**src/rtl/serial_parity_pkg.sv**
```systemverilog
// serial_parity_pkg
// Shared definitions for the serial parity receiver: the frame FSM state
// encoding, the error-counter width/limit and the XOR stage function that
// mirrors the upstream NOR-built XOR cell.
package serial_parity_pkg;

    typedef enum logic [1:0] {
        IDLE = 2'd0,
        DATA = 2'd1,
        PAR  = 2'd2,
        DONE = 2'd3
    } state_e;

    localparam int                  ERRCNT_W   = 8;
    localparam logic [ERRCNT_W-1:0] ERRCNT_MAX = 8'hFF;

    // Two-input XOR built from four NORs (the classic cell), with a final
    // NOR used as an inverter to turn the XNOR into XOR.
    function automatic logic xor_stage(input logic a, input logic b);
        logic n1, n2, n3, xnor_v;
        n1     = ~(a | b);
        n2     = ~(a | n1);
        n3     = ~(b | n1);
        xnor_v = ~(n2 | n3);
        return ~(xnor_v | xnor_v);
    endfunction

endpackage

```
**src/rtl/serial_parity_rx_parity_accum.sv**
```systemverilog
// parity_accum
// One-bit running XOR accumulator. clr_i has priority over en_i and zeroes
// the accumulator; en_i folds bit_i into it.
// Ports:
//   clk, rst_n : clock, asynchronous active-low reset
//   clr_i      : synchronous clear
//   en_i       : accumulate enable
//   bit_i      : bit to fold in
//   par_o      : current accumulated parity
module parity_accum
    import serial_parity_pkg::*;
(
    input  logic clk,
    input  logic rst_n,
    input  logic clr_i,
    input  logic en_i,
    input  logic bit_i,
    output logic par_o
);

    logic par_q, par_d;

    always_comb begin
        par_d = par_q;
        if (clr_i) begin
            par_d = 1'b0;
        end else if (en_i) begin
            par_d = xor_stage(par_q, bit_i);
        end
    end

    always_ff @(posedge clk or negedge rst_n) begin
        if (!rst_n) begin
            par_q <= 1'b0;
        end else begin
            par_q <= par_d;
        end
    end

    assign par_o = par_q;

endmodule

```
**src/rtl/serial_parity_rx.sv**
```systemverilog
// serial_parity_rx
// Serial frame receiver: DATA_W data bits LSB-first followed by one parity
// bit. The completed word is presented on data_out with a one-cycle
// data_valid strobe and a parity_err flag that stay held until the next
// frame completes. A start pulse in any state (re)opens a frame.
// Optional build: define SERIAL_PARITY_RX_ERRCNT_EN to build a saturating
// 8-bit parity-error counter on err_cnt; otherwise err_cnt is tied to zero.
// Ports:
//   clk, rst_n  : clock, asynchronous active-low reset
//   start       : frame start pulse (no bit accepted on this cycle)
//   din         : serial data / parity bit
//   din_valid   : din qualifier
//   data_out    : last received word
//   data_valid  : one-cycle frame-complete strobe
//   parity_err  : parity mismatch flag for data_out
//   busy        : frame in progress (DATA or PAR)
//   err_cnt     : saturating count of frames with parity errors
module serial_parity_rx
    import serial_parity_pkg::*;
#(
    parameter int DATA_W     = 8,
    parameter bit PARITY_ODD = 1'b0
) (
    input  logic                clk,
    input  logic                rst_n,
    input  logic                start,
    input  logic                din,
    input  logic                din_valid,
    output logic [DATA_W-1:0]   data_out,
    output logic                data_valid,
    output logic                parity_err,
    output logic                busy,
    output logic [ERRCNT_W-1:0] err_cnt
);

    localparam int CNT_W = $clog2(DATA_W + 1);

    state_e              state_q, state_d;
    logic [CNT_W-1:0]    cnt_q, cnt_d;
    logic [DATA_W-1:0]   shreg_q, shreg_d;
    logic [DATA_W-1:0]   data_q, data_d;
    logic                perr_q, perr_d;
    logic                par_clr, par_en, par_run;

    parity_accum u_parity_accum (
        .clk   (clk),
        .rst_n (rst_n),
        .clr_i (par_clr),
        .en_i  (par_en),
        .bit_i (din),
        .par_o (par_run)
    );

    always_comb begin
        state_d = state_q;
        cnt_d   = cnt_q;
        shreg_d = shreg_q;
        data_d  = data_q;
        perr_d  = perr_q;
        par_clr = 1'b0;
        par_en  = 1'b0;

        // start wins over everything, including a concurrent din_valid, and
        // aborts any frame in flight. In DONE it chains the next frame with
        // no idle cycle; the strobe for the finished frame still fires.
        if (start) begin
            state_d = DATA;
            cnt_d   = '0;
            shreg_d = '0;
            par_clr = 1'b1;
        end else begin
            unique case (state_q)
                IDLE: ;
                DATA: begin
                    if (din_valid) begin
                        for (int i = 0; i < DATA_W; i++) begin
                            if (cnt_q == CNT_W'(i)) shreg_d[i] = din;
                        end
                        par_en = 1'b1;
                        cnt_d  = cnt_q + CNT_W'(1);
                        if (cnt_q == CNT_W'(DATA_W - 1)) state_d = PAR;
                    end
                end
                PAR: begin
                    if (din_valid) begin
                        perr_d  = xor_stage(xor_stage(par_run, din), PARITY_ODD);
                        data_d  = shreg_q;
                        state_d = DONE;
                    end
                end
                DONE: state_d = IDLE;
                default: state_d = IDLE;
            endcase
        end
    end

    always_ff @(posedge clk or negedge rst_n) begin
        if (!rst_n) begin
            state_q <= IDLE;
            cnt_q   <= '0;
            shreg_q <= '0;
            data_q  <= '0;
            perr_q  <= 1'b0;
        end else begin
            state_q <= state_d;
            cnt_q   <= cnt_d;
            shreg_q <= shreg_d;
            data_q  <= data_d;
            perr_q  <= perr_d;
        end
    end

    assign data_out   = data_q;
    assign parity_err = perr_q;
    assign data_valid = (state_q == DONE);
    assign busy       = (state_q == DATA) || (state_q == PAR);

`ifdef SERIAL_PARITY_RX_ERRCNT_EN
    logic [ERRCNT_W-1:0] errcnt_q, errcnt_d;

    // perr_q is loaded on entry to DONE, so it already describes this frame.
    always_comb begin
        errcnt_d = errcnt_q;
        if ((state_q == DONE) && perr_q && (errcnt_q != ERRCNT_MAX)) begin
            errcnt_d = errcnt_q + ERRCNT_W'(1);
        end
    end

    always_ff @(posedge clk or negedge rst_n) begin
        if (!rst_n) begin
            errcnt_q <= '0;
        end else begin
            errcnt_q <= errcnt_d;
        end
    end

    assign err_cnt = errcnt_q;
`else
    assign err_cnt = '0;
`endif

endmodule

```
**config.mk**
```make
export PLATFORM = sky130hd
export DESIGN_NAME = serial_parity_rx
export DESIGN_NICKNAME = d
export VERILOG_FILES = /design/src/rtl/serial_parity_pkg.sv /design/src/rtl/serial_parity_rx_parity_accum.sv /design/src/rtl/serial_parity_rx.sv
export SDC_FILE = /design/constraint.sdc
export NUM_CORES = 1
export LEC_CHECK = 0
export CAP_MARGIN = 20
export CORE_MARGIN = 4
export CORE_UTILIZATION = 35
export CTS_CLUSTER_DIAMETER = 200
export DETAILED_ROUTE_END_ITERATION = 12
export DONT_BUFFER_PORTS = 1
export PLACE_DENSITY = 0.53
export RECOVER_POWER = 25
export SETUP_SLACK_MARGIN = 0.2
export SLEW_MARGIN = 25
export SYNTH_ARGS = -nofsm -noshare
export SYNTH_HDL_FRONTEND = slang
export SYNTH_SLANG_ARGS = --single-unit
export TNS_END_PERCENT = 100
```
**constraint.sdc**
```tcl
create_clock -name clk -period 2.1 [get_ports clk]
set_input_delay 0.63 -clock clk [delete_from_list [all_inputs] [get_ports clk]]
set_output_delay 0.63 -clock clk [all_outputs]
set_load 0.1 [all_outputs]
```
==> flow_summary.ini <==
[timing]
setup_viol = 0
max_freq_mhz = 520
hold_viol = 0
drv_slew = 0
clock_skew_ps = 2.36
worst_pin_slew_ps = 896
max_slew_margin_pct = 40.3
grt_setup_unrepaired = yes
fin_tns_setup_ps = 0
fin_ws_ps = 177
fin_crit_ps = 1920
post-route-period-util_pct = 91.6

[logic_synthesis]
syn_inst = 115
synthFlopType = dfrtp_1
synth_top_area_share_pct = 46.6
synth_top_family_by_area = simple AND/OR/NAND/NOR gates
synth-edff-count = 0
synthArstFlopShare_pct = 100
ys_top_cells_by_area = dfrtp_1, mux2_2, ha_1
synth_cell_types = 28
syn-cell-area_um2 = 1290
synthXorXnorAreaFrac_pct = 2.72
yosys.area_share.adder_pct = 6.79
yosysTopAreaCell = dfrtp_1
yosysSeqAreaShare_pct = 46.6
avgSynthCellArea_um2 = 11.2
synthMuxAreaShare_pct = 13.2
synthSimpleGateAreaFrac_pct = 14.7
synth-compound-area-share_pct = 7.18
ys_ff_latch = 24
yosysWarnings = 0

[pwr]
power.share.clock_pct = 23.2
vdd_drop_max_mv = 0.479
power.internal_w = 0.000841
switching_share_pct = 37.9
pwr-share-seq_pct = 39.7
p_leak_nw = 0.723
p_sw_w = 0.000513
pwr-share-comb_pct = 37.0
power_density_nw_per_um2 = 947

[grt]
grtUsageTotal_pct = 11.0
antenna_found_initial = 0
grt_pass1_vias = 791
grt_max_degree = 25
grt_pass1_wl_mm = 3.73
grt_overflow = 0

[floorplanning]
initial_core_util_pct = 37.5
die_h_um = 68.7
dieArea_um2 = 4720
core.rowCount = 21
ioPinCount = 24
die_w_um = 68.7
core_area_um2 = 3440

[routing]
vias = 765
via_per_inst = 4.64
drt_iter0_drc = 37
route.detailed.drc = 0
wl_per_cell_um = 13.6
ant_nets = 0
drt_pre_antenna_iters = 4
finalWirelength_mm = 2.24

[critical_path]
crit_type = flip-flop to primary output
r2r-end = state_q[0]$_DFFE_PN0P_
reg2reg_from = state_q[0]$_DFFE_PN0P_
rr_worst_depth = 5
path_max_fanout = 4
cp.required_ps = 1470
critical_path_arrival_ps = 1290
r2r_slack_ps = 250
worst_setup_path_end_kind = primary output
start_kind = flip-flop

[placed_design]
gp_congestion = 0.770
io_buffers = 0
pre_cts_ws_ps = 300
dp_hpwl_mm = 1.54

[clock_tree]
clock_path_buffers = 2
cts_tree = built
clk-insertion-delay-late_ps = 270
numCtsBuffers = 3
clock-sinks = 24
h-tree-depth = 1
clkTransAtPathRegs_ps = 80
cts-root-buf = clkbuf_8
ctsHoldBuffers = 0

[outcome]
status = finished clean

[finish]
final_net_count = 132
layout-drive-gt1-share_pct = 22.7
finalCoreUtilization_pct = 41.5
diodes = 0
syn_to_final_growth_pct = 10.9

[hold_path]
hold_path_class = input pin to async pin

[flow_run]
drv_cap = 0
-- placed cells by master (no fill, tap or decap) --
cell,synthesis,layout
dfrtp_1,24,24
nand2_1,12,12
nand2b_1,9,9
mux2i_1,8,8
mux2_2,8,8
conb_1,1,8
ha_1,7,5
inv_1,6,4
nand3_1,4,4
clkbuf_8,0,4
buf_4,10,4
nor2_1,3,3
a21oi_1,3,3
xnor2_1,2,2
o21ai_0,2,2
xor2_1,2,2
a211o_1,2,2
buf_12,0,2
clkinvlp_4,0,1
inv_2,0,1
and4b_2,1,1
nand3b_1,1,1
nand3b_4,1,1
o21ba_4,1,1
a221oi_2,1,1
or3_1,1,1
a221o_1,1,1
a221oi_1,1,1
and4bb_2,1,1
ha_4,0,1
ha_2,0,1
-- power groups by stage --
stage               sequential [W]  combinational [W]  clock [W]
finish                    0.000538           0.000502   0.000315
global route              0.000544           0.000534   0.000347
CTS                       0.000538           0.000490   0.000324
detailed placement        0.000545           0.000426          0
global placement          0.000543           0.000419          0
floorplan                 0.000564           0.000371          0
-- timing repair --
action                                  CTS  global route
endpoints found under the setup margin    1             2
buffers inserted                          3             0
gates resized for setup                   6             2
pin swaps                                 1             1
-- logic make-up (layout without fill, tap and decap cells) --
group                    count (synthesis)  count (layout)
XOR/XNOR                                 4               4
multiplexers                            16              16
flip-flops                              24              24
AO/OA/AOI/OAI                           11              11
other                                    1               8
buffers and inverters                   19              16
AND/OR/NAND/NOR                         33              33
adder cells (fa/ha/maj)                  7               7
-- metrics by stage --
| step | cell area, um^2 | cells | hold WS, ps | total power (W) |
|---|---|---|---|---|
| after detailed placement | 1320 | 158 | 335 | 0.000971 |
| after CTS | 1420 | 165 | 40.1 | 0.00135 |
| after global routing | 1430 | 165 | 28.1 | 0.00142 |
| after floorplan | 1320 | 122 | 334 | 0.000935 |
| final | 1430 | 165 | 46.8 | 0.00135 |
| after global placement | 1320 | 158 | 335 | 0.000962 |
-- flip-flops by register name, summed over array words and instances, names as in the netlist --
| register | cells |
|---|---|
| data_out | 8 |
| shreg_q | 8 |
| cnt_q | 4 |
| state_q | 2 |
| parity_err | 1 |
| u_parity_accum.par_o | 1 |
-- cells in the mapped netlist, drive strengths merged (2+ instances only) --
| master | number |
|---|---|
| nand3 | 4 |
| nor2 | 3 |
| ha | 7 |
| dfrtp | 24 |
| xor2 | 2 |
| a211o | 2 |
| a21oi | 3 |
| mux2i | 8 |
| nand2 | 12 |
| a221oi | 2 |
| nand2b | 9 |
| buf | 12 |
| inv | 6 |
| mux2 | 8 |
| nand3b | 2 |
| o21ai | 2 |
| xnor2 | 2 |
-- worst max path at each step --
stage                           startpoint   end
CTS                 state_q[0]$_DFFE_PN0P_  busy
floorplan           state_q[0]$_DFFE_PN0P_  busy
global route        state_q[0]$_DFFE_PN0P_  busy
detailed placement  state_q[0]$_DFFE_PN0P_  busy
finish              state_q[0]$_DFFE_PN0P_  busy
global placement    state_q[0]$_DFFE_PN0P_  busy
-- critical path, stage by stage, from the launching register on --
cell	delay (ps)
dfrtp_1	420
inv_2	70
ha_4	280
clkinvlp_4	90
buf_12	170
-- metal layers --
metal	vias to the layer above	routed length, um	track usage (%)
met4	0	61	8.03
met5	-	0	0
met2	22	1030	17.3
met1	364	1020	13.3
li1	375	-	-
met3	4	133	2.11
-- area by class of cell --
type                    instances  area [um^2]
fillers                       336         2010
flip-flops and latches         24          601
clock buffers                   4         55.1
well taps                      46         57.6
repair buffers                  6         70.1
inverters                       6         26.3
multi-input cells              79          621
(Power assumes the default switching activity.)
